### src/rtl/shift_word_feeder_pkg.sv
// Shared definitions for the parallel-to-serial feeder and the bidirectional shift register it drives.
// The direction constants match the shift register's dir input encoding.
package shift_word_feeder_pkg;

  typedef enum logic {
    IDLE  = 1'b0,
    SHIFT = 1'b1
  } feeder_state_e;

  localparam logic DIR_TOWARD_MSB = 1'b0;
  localparam logic DIR_TOWARD_LSB = 1'b1;

endpackage

### src/rtl/shift_word_feeder.sv
// Serialises one MSB-bit word per valid/ready handshake onto the d/en/dir interface of the
// downstream bidirectional shift register, so that register ends up holding the word unchanged.
module shift_word_feeder
  import shift_word_feeder_pkg::*;
#(
  parameter int MSB = 8
) (
  input  logic           clk,
  input  logic           rstn,
  input  logic           in_valid,
  output logic           in_ready,
  input  logic [MSB-1:0] in_data,
  input  logic           in_dir,
  input  logic           hold,
  output logic           sr_d,
  output logic           sr_en,
  output logic           sr_dir,
  output logic           busy,
  output logic           word_done
);

  localparam int              CW       = (MSB > 1) ? $clog2(MSB) : 1;
  localparam logic [CW-1:0]   CNT_LAST = CW'(MSB - 1);

  feeder_state_e  state_q, state_d;
  logic [CW-1:0]  cnt_q, cnt_d;
  logic [MSB-1:0] shadow_q, shadow_d;
  logic           dir_q, dir_d;
  logic           sr_d_q, sr_d_d;
  logic           sr_en_q, sr_en_d;
  logic           sr_dir_q, sr_dir_d;
  logic           busy_q, busy_d;
  logic           word_done_q, word_done_d;
  logic           last_q, last_d;
  logic           accept;

  // Toward MSB the register needs the top bit first; toward LSB it needs bit 0 first.
  function automatic logic pick_bit(input logic [MSB-1:0] word, input logic dir,
                                    input logic [CW-1:0] idx);
    if (dir == DIR_TOWARD_LSB) begin
      pick_bit = word[idx];
    end else begin
      pick_bit = word[CNT_LAST - idx];
    end
  endfunction

  // State and datapath registers
  always_ff @(posedge clk) begin
    if (!rstn) begin
      state_q     <= IDLE;
      cnt_q       <= '0;
      shadow_q    <= '0;
      dir_q       <= 1'b0;
      sr_d_q      <= 1'b0;
      sr_en_q     <= 1'b0;
      sr_dir_q    <= 1'b0;
      busy_q      <= 1'b0;
      word_done_q <= 1'b0;
      last_q      <= 1'b0;
    end else begin
      state_q     <= state_d;
      cnt_q       <= cnt_d;
      shadow_q    <= shadow_d;
      dir_q       <= dir_d;
      sr_d_q      <= sr_d_d;
      sr_en_q     <= sr_en_d;
      sr_dir_q    <= sr_dir_d;
      busy_q      <= busy_d;
      word_done_q <= word_done_d;
      last_q      <= last_d;
    end
  end

  // Handshake and next state; a new word can only replace one whose last bit leaves this edge
  always_comb begin
    in_ready = 1'b0;
    state_d  = state_q;
    case (state_q)
      IDLE:    in_ready = 1'b1;
      SHIFT:   in_ready = (cnt_q == CNT_LAST) && !hold;
      default: in_ready = 1'b0;
    endcase
    accept = in_valid && in_ready;
    case (state_q)
      IDLE: begin
        if (accept) begin
          state_d = SHIFT;
        end else begin
          state_d = IDLE;
        end
      end
      SHIFT: begin
        if (!hold && (cnt_q == CNT_LAST)) begin
          state_d = accept ? SHIFT : IDLE;
        end else begin
          state_d = SHIFT;
        end
      end
      default: state_d = IDLE;
    endcase
  end

  // Output and datapath next values; cnt is the index of the next bit to put on sr_d
  always_comb begin
    cnt_d       = cnt_q;
    shadow_d    = shadow_q;
    dir_d       = dir_q;
    sr_d_d      = sr_d_q;
    sr_dir_d    = sr_dir_q;
    sr_en_d     = 1'b0;
    last_d      = 1'b0;
    word_done_d = last_q;
    case (state_q)
      IDLE: begin
        if (accept) begin
          shadow_d = in_data;
          dir_d    = in_dir;
          if (!hold) begin
            sr_en_d  = 1'b1;
            sr_d_d   = pick_bit(in_data, in_dir, CW'(0));
            sr_dir_d = in_dir;
            cnt_d    = CW'(1);
          end else begin
            cnt_d = '0;
          end
        end else begin
          cnt_d = cnt_q;
        end
      end
      SHIFT: begin
        if (!hold) begin
          sr_en_d  = 1'b1;
          sr_d_d   = pick_bit(shadow_q, dir_q, cnt_q);
          sr_dir_d = dir_q;
          if (cnt_q == CNT_LAST) begin
            last_d = 1'b1;
            cnt_d  = '0;
            if (accept) begin
              shadow_d = in_data;
              dir_d    = in_dir;
            end else begin
              shadow_d = shadow_q;
            end
          end else begin
            cnt_d = cnt_q + CW'(1);
          end
        end else begin
          cnt_d = cnt_q;
        end
      end
      default: begin
        cnt_d = '0;
      end
    endcase
    busy_d = (state_d == SHIFT) || last_d;
  end

  assign sr_d      = sr_d_q;
  assign sr_en     = sr_en_q;
  assign sr_dir    = sr_dir_q;
  assign busy      = busy_q;
  assign word_done = word_done_q;

endmodule

### config.mk
export PLATFORM = sky130hd
export DESIGN_NAME = shift_word_feeder
export DESIGN_NICKNAME = d
export VERILOG_FILES = /design/src/rtl/shift_word_feeder_pkg.sv /design/src/rtl/shift_word_feeder.sv
export SDC_FILE = /design/constraint.sdc
export NUM_CORES = 1
export LEC_CHECK = 0
export CORE_UTILIZATION = 48
export DETAILED_ROUTE_END_ITERATION = 8
export GPL_ROUTABILITY_DRIVEN = 0
export PLACE_DENSITY = 0.79
export SETUP_SLACK_MARGIN = 0.15
export SKIP_LAST_GASP = 1
export SLEW_MARGIN = 20
export SYNTH_ARGS = -nofsm -noshare
export SYNTH_HDL_FRONTEND = slang
export SYNTH_SLANG_ARGS = --single-unit
### constraint.sdc
create_clock -name clk -period 1.8 [get_ports clk]
set_input_delay 0.27 -clock clk [delete_from_list [all_inputs] [get_ports clk]]
set_output_delay 0.27 -clock clk [all_outputs]
set_load 0.005 [all_outputs]
======== Word-level counts from Yosys, hierarchy flattened ========
Cells that the tools add are included.
storage, ports and cells
  register bits ........................... 19
  latch bits .............................. 0
  bits in writable memories ............... 0
  bits in read-only memories .............. 0
  input bits .............................. 13
  word-level logic and storage cells ...... 64
  memories kept ........................... 0
operators by class
  add/sub/neg operators ................... 2
  multiply operators ...................... 0
  divide/modulo/power cells ............... 0
  order comparisons ....................... 2
  equal/unequal tests ..................... 5
  shifts and indexed selects .............. 0
  muxes and demuxes ....................... 37
  bitwise logic cells ..................... 1
  reduce and logical (&&, ||, !) cells .... 7
operators by type and width
  operator                                                                 count
  8-bit two-way mux                                                        3
  1-bit two-way mux                                                        21
  8-bit case mux with 2 select lines                                       1
  1-bit case mux with 2 select lines                                       6
  3-bit two-way mux                                                        3
  3-bit by 4-bit < comparator with 1-bit output, second input constant     2
  1-bit binary-select mux with 3-bit select                                2
  2-bit inequality test, second input constant                             3
  3-bit case mux with 2 select lines                                       1
  2-bit AND reduction                                                      2
  3-bit by 1-bit adder with 3-bit output, second input constant            1
  3-bit equality test, second input constant                               1
  3-bit AND reduction                                                      1
  3-bit subtractor, first input constant                                   1
  1-bit logical AND                                                        2
  2-bit by 1-bit inequality test with 1-bit output, second input constant  1
  1-bit logical NOT                                                        1
  1-bit logical OR                                                         1
  1-bit NOT                                                                1

======== Logic depth before layout (Yosys ltp) ========
  word-level depth ........................ 8
  mapped depth ............................ 7
  mapped depth without buffers ............ 6

======== Least setup slack after synthesis ========
Ideal clock, no wire load.
  path type ............................... reg-to-reg
  start point ............................. register cnt_q[0]
  end point ............................... register dir_q
  library setup time ...................... 0.116 ns
  arrival time ............................ 1.435 ns
  path slack .............................. 0.249 ns
  cell stages (with the launch flop) ...... 8
  path buffers ............................ 1
  path through ............................ dfxtp_1 > ha_1 > ha_1 > nand2b_1 > a21oi_1 > buf_2 > mux2i_1 > nor2b_1
between the ends
  longest elaborated chain between the ends .. 8
RTL lines
  element                             line                                               source
  start, declared                     shift_word_feeder.sv:26                            logic [CW-1:0] cnt_q, cnt_d;
  start signal, assigned              shift_word_feeder.sv:62                            cnt_q <= cnt_d;
  3-bit equality test (*)             shift_word_feeder.sv:80, shift_word_feeder.sv:135
  1-bit logical AND                   shift_word_feeder.sv:80                            SHIFT: in_ready = (cnt_q == CNT_LAST) && !hold;
  1-bit case mux with 2 select lines  shift_word_feeder.sv:78                            case (state_q)
  1-bit logical AND                   shift_word_feeder.sv:83                            accept = in_valid && in_ready;
  1-bit two-way mux (3 in series)     -
  1-bit case mux with 2 select lines  -
  end signal, assigned                shift_word_feeder.sv:64                            dir_q <= dir_d;
  end, declared                       shift_word_feeder.sv:28                            logic dir_q, dir_d;
Mark *: on every way between the ends. The rest lies on a longest branch, timed or not. The select of a mux whose other input is x is not followed.
A chain may end at the register's enable or synchronous reset.

======== Worst setup path after layout ========
  start point ............................. register cnt_q[0]
  end point ............................... output port in_ready
between the ends
  longest elaborated chain between the ends .. 3
RTL lines
  element                             line                     source
  3-bit equality test                 shift_word_feeder.sv:80
  1-bit logical AND                   shift_word_feeder.sv:80
  1-bit case mux with 2 select lines  shift_word_feeder.sv:78
  end, declared                       shift_word_feeder.sv:11  output logic in_ready,
No other way between the ends.

==> summary.txt <==
Outcome
  – Run status: completed

Run
  – Max-Cap Viols: 0

Synth
  – Synth Register Bits: 19
  – Ys Warns: 0
  – Mapped Area: 886 sq um
  – Syn avg cell area: 10.8 sq um
  – Yosys cell types: 24
  – Register area share after synthesis: 0.429
  – Post-Synthesis Cells: between 80 and 90
  – Synth Net Count: 97

CTS
  – CTS tree: done
  – # resized after CTS: 5
  – Clk root buf: clkbuf_4
  – CTS hold repair buffers: 0
  – Post-CTS setup buffers: 0
  – Worst skew pair latency: approximately 0.29 ns
  – Clock Sinks: 19
  – H-tree lvl count: 1
  – Clock buffer depth: 2
  – Clock-pin slew on the worst setup and hold paths: ~0.10 ns
  – CTS Buf Count: 3

Min path
  – Hold depth: 1
  – Hold Crit Class: reg -> reg

Floorplanning
  – Die X: 45.0 um
  – Die area: approximately 2000 sq um
  – Site row count: 15
  – Starting density of the core: 0.513
  – Die Span Y: roughly 45 um
  – Core area: 1730 sq um
  – I/O pin count: 19

Detailed routing
  – Total Wirelength: 1.68 mm
  – Drt first-iter violations: 10
  – Via count: 684
  – Antenna viol nets, final: 0
  – Vias/cell: 5.30
  – # DRC: 0
  – Pre-Repair DR Iteration Count: 4
  – Detailed-route wire length per cell: 13.1 um

GRT
  – GRT overflow: 0
  – Vias in the first global route: 651
  – Largest net degree at the start of global routing: 19
  – Initial antenna violation count: 0
  – Global-route wire length before repair: 2.82 mm
  – Gr usage total: 0.188

Setup path
  – Worst r2r path cells: 4
  – WS Path Type: reg -> out
  – Critical path's slowest cell: dfxtp_2
  – Crit path largest cell delay: 0.33 ns
  – Critical path fanouts, max: 3
  – CP required: 1.53 ns
  – Arr. time, crit path: around 1.3 ns
  – Type of origin of the critical path: register
  – CP Capture Type: output port
  – Worst path cell trace: ha_1 -> ha_2 -> nand2b_1 -> nand2_1 -> clkbuf_2

Timing
  – Fin Setup TNS: 0 ns
  – Final Max Slew Viols: 0
  – Clock Skews: 0.00854 ns
  – Worst Tran Pin Value: 0.495 ns
  – Period utilisation layout: 0.865
  – Final Hold Fails: 0
  – Relative slew slack: 0.669
  – RSZ-0062 raised after global routing: no
  – Hold Slack: 0.446 ns
  – FMAX: approximately 0.64 GHz
  – Tmin final: 1.56 ns
  – Slack of the critical path: between 0.2 and 0.25 ns
  – Final setup viols: 0

Placed design
  – Area of placed instances: 1110 sq um
  – # port buffers: 18
  – Final HPWL DP: 1.23 mm
  – Setup WS pre-CTS: 0.0960 ns

Layout
  – Layout area overhead: 28.2%
  – Final instance area: 1140 sq um
  – Antenna cells: 0
  – Most frequent cells in the layout: dfxtp_1, clkdlybuf4s50_1, nor2b_1
  – Multi-input combinational cell area: between 400 and 500 sq um
  – Fillcell total: about 160
  – Nets: 120
  – Reg area: 383 sq um
  – Share of layout cells above drive strength 1: 0.183

Pwr
  – Worst vdd ir: about 0.45 mV
  – Pwr Density: a little over 700 nW/um^2
  – Total Power: 0.000816 W
  – Leak pwr: roughly 0.45 nW
## flip-flops by register name, summed over array words and instances, names as in the netlist
signal     count
shadow_q       8
cnt_q          3
busy           1
dir_q          1
last_q         1
sr_d           1
sr_dir         1
sr_en          1
state_q        1
word_done      1
## metrics by stage
step,utilization,instances
after floorplan,-,82
after global placement,0.643,125
after detailed placement,0.643,125
after CTS,0.661,129
after global routing,0.658,129
final,0.658,129
## metal layers
| metal | GRT usage | vias up | routed length [um] |
|---|---|---|---|
| li1 | - | 337 | - |
| met1 | 0.247 | 329 | 795 |
| met2 | 0.322 | 16 | 828 |
| met3 | 0.0120 | 2 | 46 |
| met4 | 0.0727 | 0 | 14 |
| met5 | 0 | - | 0 |
## final cells by class
cell class | instances | area share
sequential | 19 | 0.337
tap | 25 | 0.0275
clock buffer | 4 | 0.0231
multi-input combinational | 58 | 0.428
timing repair buffer | 22 | 0.181
inverter | 1 | 0.00330
## report_power, final
group | internal (W) | switching, W | leakage [nW] | total, W
logic | 0.0000890 | 0.0000535 | 0.275 | 0.000142
registers | 0.000443 | 0.0000183 | 0.157 | 0.000462
clock network | 0.0000860 | 0.000126 | 0.0150 | 0.000212
total | 0.000618 | 0.000197 | 0.447 | 0.000816
## final timing paths
| kind | slack (ns) | startpoint | endpoint |
|---|---|---|---|
| setup / recovery | 0.24 | cnt_q[0]$_SDFFE_PN0P_ | in_ready |
| hold / removal | 0.45 | last_q$_SDFF_PN0_ | word_done$_SDFF_PN0_ |
| setup reg to reg | 0.25 | dir_q$_SDFFE_PN0P_ | sr_d$_SDFFE_PN0P_ |
| hold reg to reg | 0.45 | last_q$_SDFF_PN0_ | word_done$_SDFF_PN0_ |
## cell usage after synthesis (all sizes together)
| library cell | number | share of area |
|---|---|---|
| nand2b | 1 | 0.0071 |
| mux4 | 4 | 0.10 |
| and3 | 2 | 0.014 |
| clkbuf | 2 | 0.0085 |
| nor2 | 5 | 0.021 |
| o221a | 1 | 0.013 |
| a21oi | 3 | 0.017 |
| a21o | 1 | 0.0085 |
| nor4 | 1 | 0.0071 |
| mux2i | 10 | 0.11 |
| o21ai | 1 | 0.0056 |
| nor2b | 15 | 0.11 |
| nor3b | 1 | 0.014 |
| buf | 2 | 0.011 |
| mux2 | 2 | 0.025 |
| inv | 1 | 0.0042 |
| o41ai | 1 | 0.0099 |
| o2bb2ai | 1 | 0.0099 |
| and2 | 1 | 0.0071 |
| a22oi | 2 | 0.017 |
| nand2 | 3 | 0.013 |
| dfxtp | 19 | 0.43 |
| ha | 2 | 0.028 |
| a21boi | 1 | 0.0085 |
## worst max-delay path, delay by kind of cell (launching register included)
kind                       cells  cell delay [ns]
and+or+nand+nor                2             0.16
buffers and inverters          1             0.13
DFF                            1             0.33
adders and majority gates      2             0.38
## cell families (layout without fill, tap and decap cells)
kind of cell	count (synthesis)	after routing	share of synthesized area
buf+inv	5	27	0.0240
compound gates	11	11	0.0890
simple gates	29	29	0.189
fa+ha+maj	2	2	0.0282
flops	19	19	0.429
mux	16	16	0.240
Power figures use the tool's default switching activity.
